### src/rtl/seg7_pkg.sv
// Shared constants for the seven-segment scan decoder: segment patterns
// (index 0 = segment a, 0 = lit), digit-enable codes and the scan FSM states.
package seg7_pkg;

  localparam logic [0:6] SEG_0     = 7'b0000001;
  localparam logic [0:6] SEG_1     = 7'b1001111;
  localparam logic [0:6] SEG_2     = 7'b0010010;
  localparam logic [0:6] SEG_3     = 7'b0000110;
  localparam logic [0:6] SEG_4     = 7'b1001100;
  localparam logic [0:6] SEG_5     = 7'b0100100;
  localparam logic [0:6] SEG_6     = 7'b0100000;
  localparam logic [0:6] SEG_7     = 7'b0001111;
  localparam logic [0:6] SEG_8     = 7'b0000000;
  localparam logic [0:6] SEG_9     = 7'b0000100;
  localparam logic [0:6] SEG_BLANK = 7'b1111111;

  localparam logic [3:0] AN_HRS_TENS  = 4'b0111;
  localparam logic [3:0] AN_HRS_ONES  = 4'b1011;
  localparam logic [3:0] AN_MINS_TENS = 4'b1101;
  localparam logic [3:0] AN_MINS_ONES = 4'b1110;

  typedef enum logic [1:0] {
    ST_IDLE,
    ST_SETTLE,
    ST_CAPTURE,
    ST_HOLD
  } scan_state_t;

  // Returns {valid, digit index}; index 3 = hrs_tens ... 0 = mins_ones.
  function automatic logic [2:0] an_decode(input logic [3:0] an);
    logic [2:0] res;
    res = 3'b000;
    case (an)
      AN_HRS_TENS:  res = 3'b111;
      AN_HRS_ONES:  res = 3'b110;
      AN_MINS_TENS: res = 3'b101;
      AN_MINS_ONES: res = 3'b100;
      default:      res = 3'b000;
    endcase
    return res;
  endfunction

endpackage

### src/rtl/seg7_decode.sv
// Combinational seven-segment pattern to BCD decoder; anything outside the
// ten digit patterns (blank included) reports 4'hF with invalid set.
module seg7_decode
  import seg7_pkg::*;
(
  input  logic [0:6] seg,
  output logic [3:0] digit,
  output logic       invalid
);

  always_comb begin
    digit   = 4'hF;
    invalid = 1'b0;
    case (seg)
      SEG_0:   digit = 4'd0;
      SEG_1:   digit = 4'd1;
      SEG_2:   digit = 4'd2;
      SEG_3:   digit = 4'd3;
      SEG_4:   digit = 4'd4;
      SEG_5:   digit = 4'd5;
      SEG_6:   digit = 4'd6;
      SEG_7:   digit = 4'd7;
      SEG_8:   digit = 4'd8;
      SEG_9:   digit = 4'd9;
      default: begin
        digit   = 4'hF;
        invalid = 1'b1;
      end
    endcase
  end

endmodule

### src/rtl/seg_scan_decoder.sv
// Recovers four BCD digits from a multiplexed seven-segment display scan and
// publishes them as one atomic frame once every digit has been captured.
//
// state      | meaning
// -----------+-----------------------------------------------------------
// ST_IDLE    | no digit enabled, waiting for a valid an code
// ST_SETTLE  | counting consecutive cycles with seg/an unchanged
// ST_CAPTURE | one cycle: write shadow entry, set mask bit, clear timeout
// ST_HOLD    | digit taken, waiting for an to move on
module seg_scan_decoder
  import seg7_pkg::*;
#(
  parameter int unsigned SETTLE  = 16,
  parameter int unsigned TIMEOUT = 400000
) (
  input  logic       clk,
  input  logic       rst,
  input  logic [0:6] seg,
  input  logic [3:0] an,
  output logic [3:0] hrs_tens,
  output logic [3:0] hrs_ones,
  output logic [3:0] mins_tens,
  output logic [3:0] mins_ones,
  output logic [3:0] digit_err,
  output logic       frame_valid,
  output logic       stale
);

  localparam int unsigned TW = $clog2(TIMEOUT + 1);
  localparam logic [TW-1:0] TO_MAX  = TW'(TIMEOUT);
  localparam logic [15:0]   SET_MAX = 16'(SETTLE - 1);

  logic [0:6]    seg_q, seg_p;
  logic [3:0]    an_q, an_p;
  scan_state_t   state;
  logic [15:0]   set_cnt;
  logic [TW-1:0] to_cnt;
  logic [3:0]    mask;
  logic [3:0]    shadow_val [4];
  logic [3:0]    shadow_err;
  logic [3:0]    cap_val;
  logic          cap_err;
  logic [1:0]    cap_idx;
  logic [3:0]    cap_an;

  logic [2:0]    an_info;
  logic          an_ok;
  logic [1:0]    an_idx;
  logic          changed;
  logic [3:0]    dec_val;
  logic          dec_bad;
  logic          commit;
  logic          timeout_hit;

  seg7_decode u_decode (
    .seg     (seg_q),
    .digit   (dec_val),
    .invalid (dec_bad)
  );

  assign an_info     = an_decode(an_q);
  assign an_ok       = an_info[2];
  assign an_idx      = an_info[1:0];
  assign changed     = (seg_q != seg_p) || (an_q != an_p);
  assign commit      = (mask == 4'hF);
  assign timeout_hit = (to_cnt == TO_MAX);

  // seg_p/an_p hold the previous registered sample for the stability check.
  always_ff @(posedge clk or negedge rst) begin
    if (!rst) begin
      seg_q <= '0;
      seg_p <= '0;
      an_q  <= 4'hF;
      an_p  <= 4'hF;
    end else begin
      seg_q <= seg;
      seg_p <= seg_q;
      an_q  <= an;
      an_p  <= an_q;
    end
  end

  always_ff @(posedge clk or negedge rst) begin
    if (!rst) begin
      state       <= ST_IDLE;
      set_cnt     <= '0;
      to_cnt      <= '0;
      mask        <= '0;
      shadow_val  <= '{default: 4'h0};
      shadow_err  <= '0;
      cap_val     <= '0;
      cap_err     <= 1'b0;
      cap_idx     <= '0;
      cap_an      <= 4'hF;
      hrs_tens    <= '0;
      hrs_ones    <= '0;
      mins_tens   <= '0;
      mins_ones   <= '0;
      digit_err   <= '0;
      frame_valid <= 1'b0;
      stale       <= 1'b0;
    end else begin
      frame_valid <= 1'b0;

      case (state)
        ST_IDLE: begin
          if (an_ok) begin
            state   <= ST_SETTLE;
            set_cnt <= '0;
          end
        end
        ST_SETTLE: begin
          if (!an_ok) begin
            state <= ST_IDLE;
          end else if (changed) begin
            set_cnt <= '0;
          end else if (set_cnt == SET_MAX) begin
            state   <= ST_CAPTURE;
            cap_val <= dec_val;
            cap_err <= dec_bad;
            cap_idx <= an_idx;
            cap_an  <= an_q;
          end else begin
            set_cnt <= set_cnt + 16'd1;
          end
        end
        ST_CAPTURE: begin
          state <= ST_HOLD;
        end
        ST_HOLD: begin
          // Compared against the captured code so a move during CAPTURE is not missed.
          if (an_q != cap_an) begin
            if (an_ok) begin
              state   <= ST_SETTLE;
              set_cnt <= '0;
            end else begin
              state <= ST_IDLE;
            end
          end
        end
        default: state <= ST_IDLE;
      endcase

      if (state == ST_CAPTURE) begin
        shadow_val[cap_idx] <= cap_val;
        shadow_err[cap_idx] <= cap_err;
        mask[cap_idx]       <= 1'b1;
        to_cnt              <= '0;
      end else begin
        if (!timeout_hit) to_cnt <= to_cnt + 1'b1;
        // A completing frame takes priority over a coincident timeout.
        if (commit) begin
          hrs_tens    <= shadow_val[3];
          hrs_ones    <= shadow_val[2];
          mins_tens   <= shadow_val[1];
          mins_ones   <= shadow_val[0];
          digit_err   <= shadow_err;
          frame_valid <= 1'b1;
          mask        <= '0;
          stale       <= 1'b0;
        end else if (timeout_hit) begin
          stale <= 1'b1;
          mask  <= '0;
        end
      end
    end
  end

endmodule

### config.mk
export PLATFORM = sky130hd
export DESIGN_NAME = seg_scan_decoder
export DESIGN_NICKNAME = d
export VERILOG_FILES = /design/src/rtl/seg7_pkg.sv /design/src/rtl/seg7_decode.sv /design/src/rtl/seg_scan_decoder.sv
export SDC_FILE = /design/constraint.sdc
export NUM_CORES = 1
export LEC_CHECK = 0
export ABC_AREA = 1
export CAP_MARGIN = 15
export CORE_ASPECT_RATIO = 2
export CORE_MARGIN = 2
export CORE_UTILIZATION = 30
export DETAILED_ROUTE_END_ITERATION = 8
export SLEW_MARGIN = 10
export SYNTH_ARGS = -nofsm -noshare
export SYNTH_HDL_FRONTEND = slang
export SYNTH_SLANG_ARGS = --single-unit
### constraint.sdc
create_clock -name clk -period 2.1 [get_ports clk]
set_clock_uncertainty 0.05 [all_clocks]
set_input_delay 0.42 -clock clk [delete_from_list [all_inputs] [get_ports clk]]
set_output_delay 0.42 -clock clk [all_outputs]
set_load 0.02 [all_outputs]
==> qor.yml, run 1 <==
worst_hold_path:
  min_to: "an_p[3]"
  hold_depth: 0
  hold_start: "an_q[3]"
  holdCritPathClass: "flip-flop to flip-flop"
placement:
  pre_cts_ws_ps: 260
  place_congestion: 0.891
  hpwlAfterDp_um: 9170
  portBuffers: 34
sta:
  min_period_ps: 1860
  hold_slack_ps: 351
  fmax_mhz: 537
  final-hold-violation-count: 0
  relSlewSlack_pct: 66.2
  setup_ws_ps: 238
  drv_slew: 0
  min_period_over_period_pct: 88.7
  rsz0062_at_grt: "false"
  final-setup-viol-count: 0
  setup_tns_ps: 0
  tightest_slew_ps: 503
setup_path:
  crit_chain: "clkdlybuf4s50_1"
  critPathRequiredTime_ps: 1630
  critPathSlowestCell: "clkdlybuf4s50_1"
  cp_num_buf_inv: 1
  cp_max_fo: 2
  ff2ff_path_depth: 10
  critical_path_class: "flip-flop to output pin"
  ff2ff_setup_slack_ps: 250
  slowest_delay_ps: 620
  end_kind: "output pin"
  crit_family: "buffers and inverters"
  critPathLaunchType: "flip-flop"
  r2r_start: "set_cnt[0]"
  r2r-end: "set_cnt[2]"
  crit_cells: 1
  cp.arrival_ps: 1390
power:
  total_leakage_power_nw: 3.13
  p_per_area_mw_per_mm2: 876
  peakVddDrop_mv: 0.519
run:
  maxCapViolations: 0
synth:
  yosysTopAreaCell: "dfrtp_1"
  synthSimpleGateAreaFrac_pct: 27.7
  async_reset_ff_share_pct: 100
  avgSynthCellArea_um2: 8.16
  synth_fp_nets: 684
  synthTopCellsByArea: "dfrtp_1 48%, nand2_1 14%, dfstp_2 5.8%"
  yosysUniqueCellTypes: 37
  synth_fa_ha_area_share_pct: 0.689
  ys_seq_area_share_pct: 53.5
  synth-seq-cells: 116
  muxShareOfSynthArea_pct: 0
  syn_area_mm2: 0.00545
  synth_flop_cell: "dfrtp_1"
  synth_top_area_share_pct: 47.8
  synth_xor_area_share_pct: 2.25
  synth_top_family_by_area: "simple AND/OR/NAND/NOR gates"
  synth_edf_count: 0
  synth_compound_area_share_pct: 8.63
  ys_warn_count: 0
  synthCells: 668
clock_tree:
  cts.sinks: 116
  clk_latency_ps: 410
  clk_path_buf_depth: 2
  root_buffer: "clkbuf_16"
  cts_tree: "built"
  h-tree-depth: 4
  cts_setup_buffers: 0
  cts_resized: 0
  cts_made_buffers: 17
  path_clk_slew_ps: 50
  hold_buffers: 1
drt:
  drt_iter0_drc: 140
  via_count: 4354
  vias_per_cell: 4.57
  drcViolationCount: 0
  ant_nets: 0
  dr.pass1.iters: 4
  routed_wl_um: 12400
  wl_per_cell_um: 13.0
global_routing:
  grt_remaining_overflow: 0
  grt_max_degree: 52
  grt_pass1_wl_um: 21100
  grtUsageTotal_pct: 13.8
  antenna_found_initial: 0
  grt_pass1_vias: 4580
floorplanning:
  num_io_pins: 35
  start_util_pct: 30.6
  die_area_mm2: 0.0193
  fp.coreArea_mm2: 0.0178
  rows: 69
  die_y_um: 195
  die_x_um: 99.3
finish:
  regArea_mm2: 0.00292
  fillers: 1825
  antenna_cells: 0
  final_common_cell: "nand2_1"
  drive_gt1_share_pct: 11.2
  layout_common_cells: "205 x nand2_1, 104 x dfrtp_1, 83 x inv_1"
  multi_input_area_mm2: 0.00214
  final_nets: 743
  syn_to_final_growth_pct: 23.4
status:
  status: "finished, final reports clean"
[final cells by class]
| type | instances | share of cell area [%] |
|---|---|---|
| clock buffers | 20 | 6.79 |
| clock inverters | 11 | 1.64 |
| inverters | 87 | 4.86 |
| multi-input cells | 454 | 31.9 |
| flip-flops and latches | 116 | 43.4 |
| well taps | 213 | 3.96 |
| repair buffers | 51 | 7.52 |
[cells in the mapped netlist, types with 3 or more instances]
cell type    n
dfrtp_1    104
ha_1         3
nor2_1      62
nand3_1     26
nor2_2       3
nor2_4       5
or2_2        3
a21oi_1     17
o21ai_1     11
clkbuf_1     3
xor2_1       9
buf_2        6
inv_2        4
inv_1       83
dfstp_2     12
o21ai_0     52
nor3_2       4
nor3_1      18
nand4_1     13
xnor2_1      5
nand2_1    205
[state kept, by name, summed over array words and instances, names as in the netlist, 7 cells and up, named ones only]
register	flops
seg_q	7
set_cnt	16
to_cnt	19
seg_p	7
shadow_val	16
[worst max path at each step]
stage,start,to,slack (ps)
after CTS,hrs_tens[1],hrs_tens[1],210
after detailed placement,set_cnt[0],set_cnt[7],260
after floorplan,an_q[0],set_cnt[8],430
final,hrs_tens[3],hrs_tens[3],240
after global placement,an_q[3],set_cnt[2],280
after global routing,set_cnt[1],set_cnt[4],40
[through the flow]
stage / instances / cell area [µm²] / power [mW] / utilization [%]
5_1_grt: 952 / 6730 / 6.18 / 37.8
6_report: 952 / 6730 / 5.89 / 37.8
4_1_cts: 952 / 6730 / 5.97 / 37.8
3_3_place_gp: 920 / 6150 / 3.15 / 34.6
2_1_floorplan: 668 / 5450 / 2.92 / -
3_5_place_dp: 920 / 6150 / 3.17 / 34.6
[logic make-up after synthesis]
kind of cell,after synthesis
flops,116
buf+inv,98
simple gates,348
fa+ha+maj,3
xor+xnor,14
compound gates,89
[per-layer routing]
metal | wire (µm) | up-vias | GRT usage (%)
li1 | - | 2234 | -
met1 | 4640 | 2020 | 13.4
met2 | 7030 | 66 | 26.4
met3 | 271 | 34 | 2.55
met4 | 429 | 0 | 8.02
met5 | 0 | - | 0
[power breakdown]
group / switching (mW) / leakage, nW / internal, mW
clock network: 0.984 / 0.281 / 1.78
logic: 0.440 / 1.32 / 0.217
registers: 0.114 / 1.53 / 2.35
(Power assumes the default switching activity.)
==> inputs of run 2 (changes only) <==
ABC_CLOCK_PERIOD_IN_PS = 2100   (was unset)
SLEW_MARGIN = 20   (was 10)
==> results of run 2 <==
No change in the layout: final DEF, timing and power equal those of run 1.
==> inputs of run 3 (changes only) <==
CTS_BUF_LIST = sky130_fd_sc_hd__clkbuf_8   (was unset)
SKIP_LAST_GASP = 1   (was unset)
TNS_END_PERCENT = 50   (was unset)
==> run 3 against run 2 <==
  * Combinational power barely moved
  * Sequential cell count unchanged
  * Sequential power hardly changed
  * Register-to-register slack is essentially flat
  * Global-route usage is 0.065 points lower
  * Hold slack better by 0.76 ps
  * Final area down 2.8%
  * Via count decreased by 0.25%
  * Die area stayed put
  * Non-clock buffer count stayed put
  * Setup slack lost 27 ps
  * Routed wire length down 0.66%
  * Critical path type unchanged
==> qor.yml, run 3 (synthesis results as in run 1) <==
power:
  total_leakage_power_nw: 3.05
  peakVddDrop_mv: 0.413
  p_per_area_mw_per_mm2: 780
global_routing:
  grt_use_met2_pct: 26.4
  grtUsageTotal_pct: 13.8
  grt_pass1_vias: 4546
  antenna_found_initial: 0
  grt_pass1_wl_um: 21000
  top_usage_layer: "met2"
  use_met3_pct: 2.66
  grt_remaining_overflow: 0
  grt_max_degree: 52
  grtUsageMet1_pct: 13.2
floorplanning:
  num_io_pins: 35
  die_x_um: 99.3
  start_util_pct: 30.6
  die_area_mm2: 0.0193
  rows: 69
  fp.coreArea_mm2: 0.0178
  die_y_um: 195
clock_tree:
  cts.sinks: 116
  cts_tree: "built"
  clk_path_buf_depth: 2
  path_clk_slew_ps: 70
  h-tree-depth: 4
  cts_made_buffers: 17
  cts_setup_buffers: 0
  root_buffer: "clkbuf_8"
  cts_resized: 0
  clk_latency_ps: 430
sta:
  rsz0062_at_grt: "false"
  min_period_ps: 1890
  drv_slew: 0
  fmax_mhz: 529
  min_period_over_period_pct: 90.0
  final-setup-viol-count: 0
  hold_slack_ps: 352
  setup_tns_ps: 0
  final-hold-violation-count: 0
  relSlewSlack_pct: 65.9
  tightest_slew_ps: 507
finish:
  largestRegisters: "to_cnt: 19 flops, set_cnt: 16 flops, shadow_val: 16 flops"
  layout_common_cells: "205 x nand2_1, 104 x dfrtp_1, 84 x inv_1"
  largest_reg_flops: 19
  final_common_cell: "nand2_1"
  fin_cells: 952
  syn_to_final_growth_pct: 19.9
  final_nets: 743
  regMostFlops: "to_cnt"
  fin_util_pct: 36.7
  antenna_cells: 0
  drive_gt1_share_pct: 11.2
setup_path:
  critical_path_class: "flip-flop to output pin"
  slowest_delay_ps: 620
  crit_family: "buffers and inverters"
  cp_num_buf_inv: 1
  end_kind: "output pin"
  ff2ff_setup_slack_ps: 240
  crit_chain: "clkdlybuf4s50_1"
  cp.arrival_ps: 1420
  critPathSlowestCell: "clkdlybuf4s50_1"
  cp_max_fo: 2
  critPathLaunchType: "flip-flop"
  critPathRequiredTime_ps: 1630
drt:
  drt_iter0_drc: 124
  via_count: 4343
  routed_wl_um: 12300
  dr.pass1.iters: 4
  drcViolationCount: 0
  vias_per_cell: 4.56
  ant_nets: 0
  wl_per_cell_um: 12.9
run:
  maxCapViolations: 0
placement:
  place_inst: 920
  place_congestion: 0.891
  hpwlAfterDp_um: 9170
  portBuffers: 34
worst_hold_path:
  holdCritPathClass: "flip-flop to flip-flop"
status:
  status: "finished, final reports clean"
run 3: changes by cell type in the layout (fill, tap and decap cells not counted), sizes merged:
cell	before	now
inv	87	88
clkbuf	20	19
run 3: area by class of cell:
| type | count | area [µm²] |
|---|---|---|
| clock buffers | 19 | 262 |
| clock inverters | 12 | 114 |
| fillers | 1847 | 11300 |
| inverters | 87 | 327 |
| multi-input cells | 454 | 2140 |
| flip-flops and latches | 116 | 2920 |
| well taps | 213 | 267 |
| repair buffers | 51 | 505 |
run 3: metal layers:
metal	vias up	routed length, µm	share of wire (%)
li1	2233	-	-
met3	33	282	2.3
met1	2006	4530	37
met4	0	425	3.5
met5	-	0	0
met2	71	7050	57
run 3: path summary, 6_finish.rpt:
| check | from | end | cells past startpoint |
|---|---|---|---|
| max | hrs_tens[3] | hrs_tens[3] | 1 |
| min | an_q[3] | an_p[3] | 0 |
| max reg2reg | set_cnt[0] | set_cnt[1] | 10 |
| min reg2reg | an_q[3] | an_p[3] | 0 |
| max in group asynchronous | rst | an_q[1] | 3 |
| min in group asynchronous | rst | mins_ones[0] | 2 |
run 3: timing repair:
| action | in CTS | in global routing |
|---|---|---|
| hold buffers | 1 | 0 |
| setup endpoints to repair | 0 | 0 |
| endpoints found under the hold margin | 18 | 0 |
run 3: per-stage QoR:
stage / instance area (µm²) / setup slack, ps / power [mW]
final: 6530 / 211 / 5.09
after global routing: 6530 / 30.2 / 5.37
after CTS: 6530 / 172 / 5.17
after detailed placement: 6150 / 260 / 3.17
after global placement: 6150 / 281 / 3.15
after floorplan: 5450 / 428 / 2.92
run 3: report_power, final:
part           internal (mW)  switching [mW]
Combinational          0.217           0.438
Sequential              2.35           0.111
Clock                   1.09           0.888
Total                   3.66            1.44
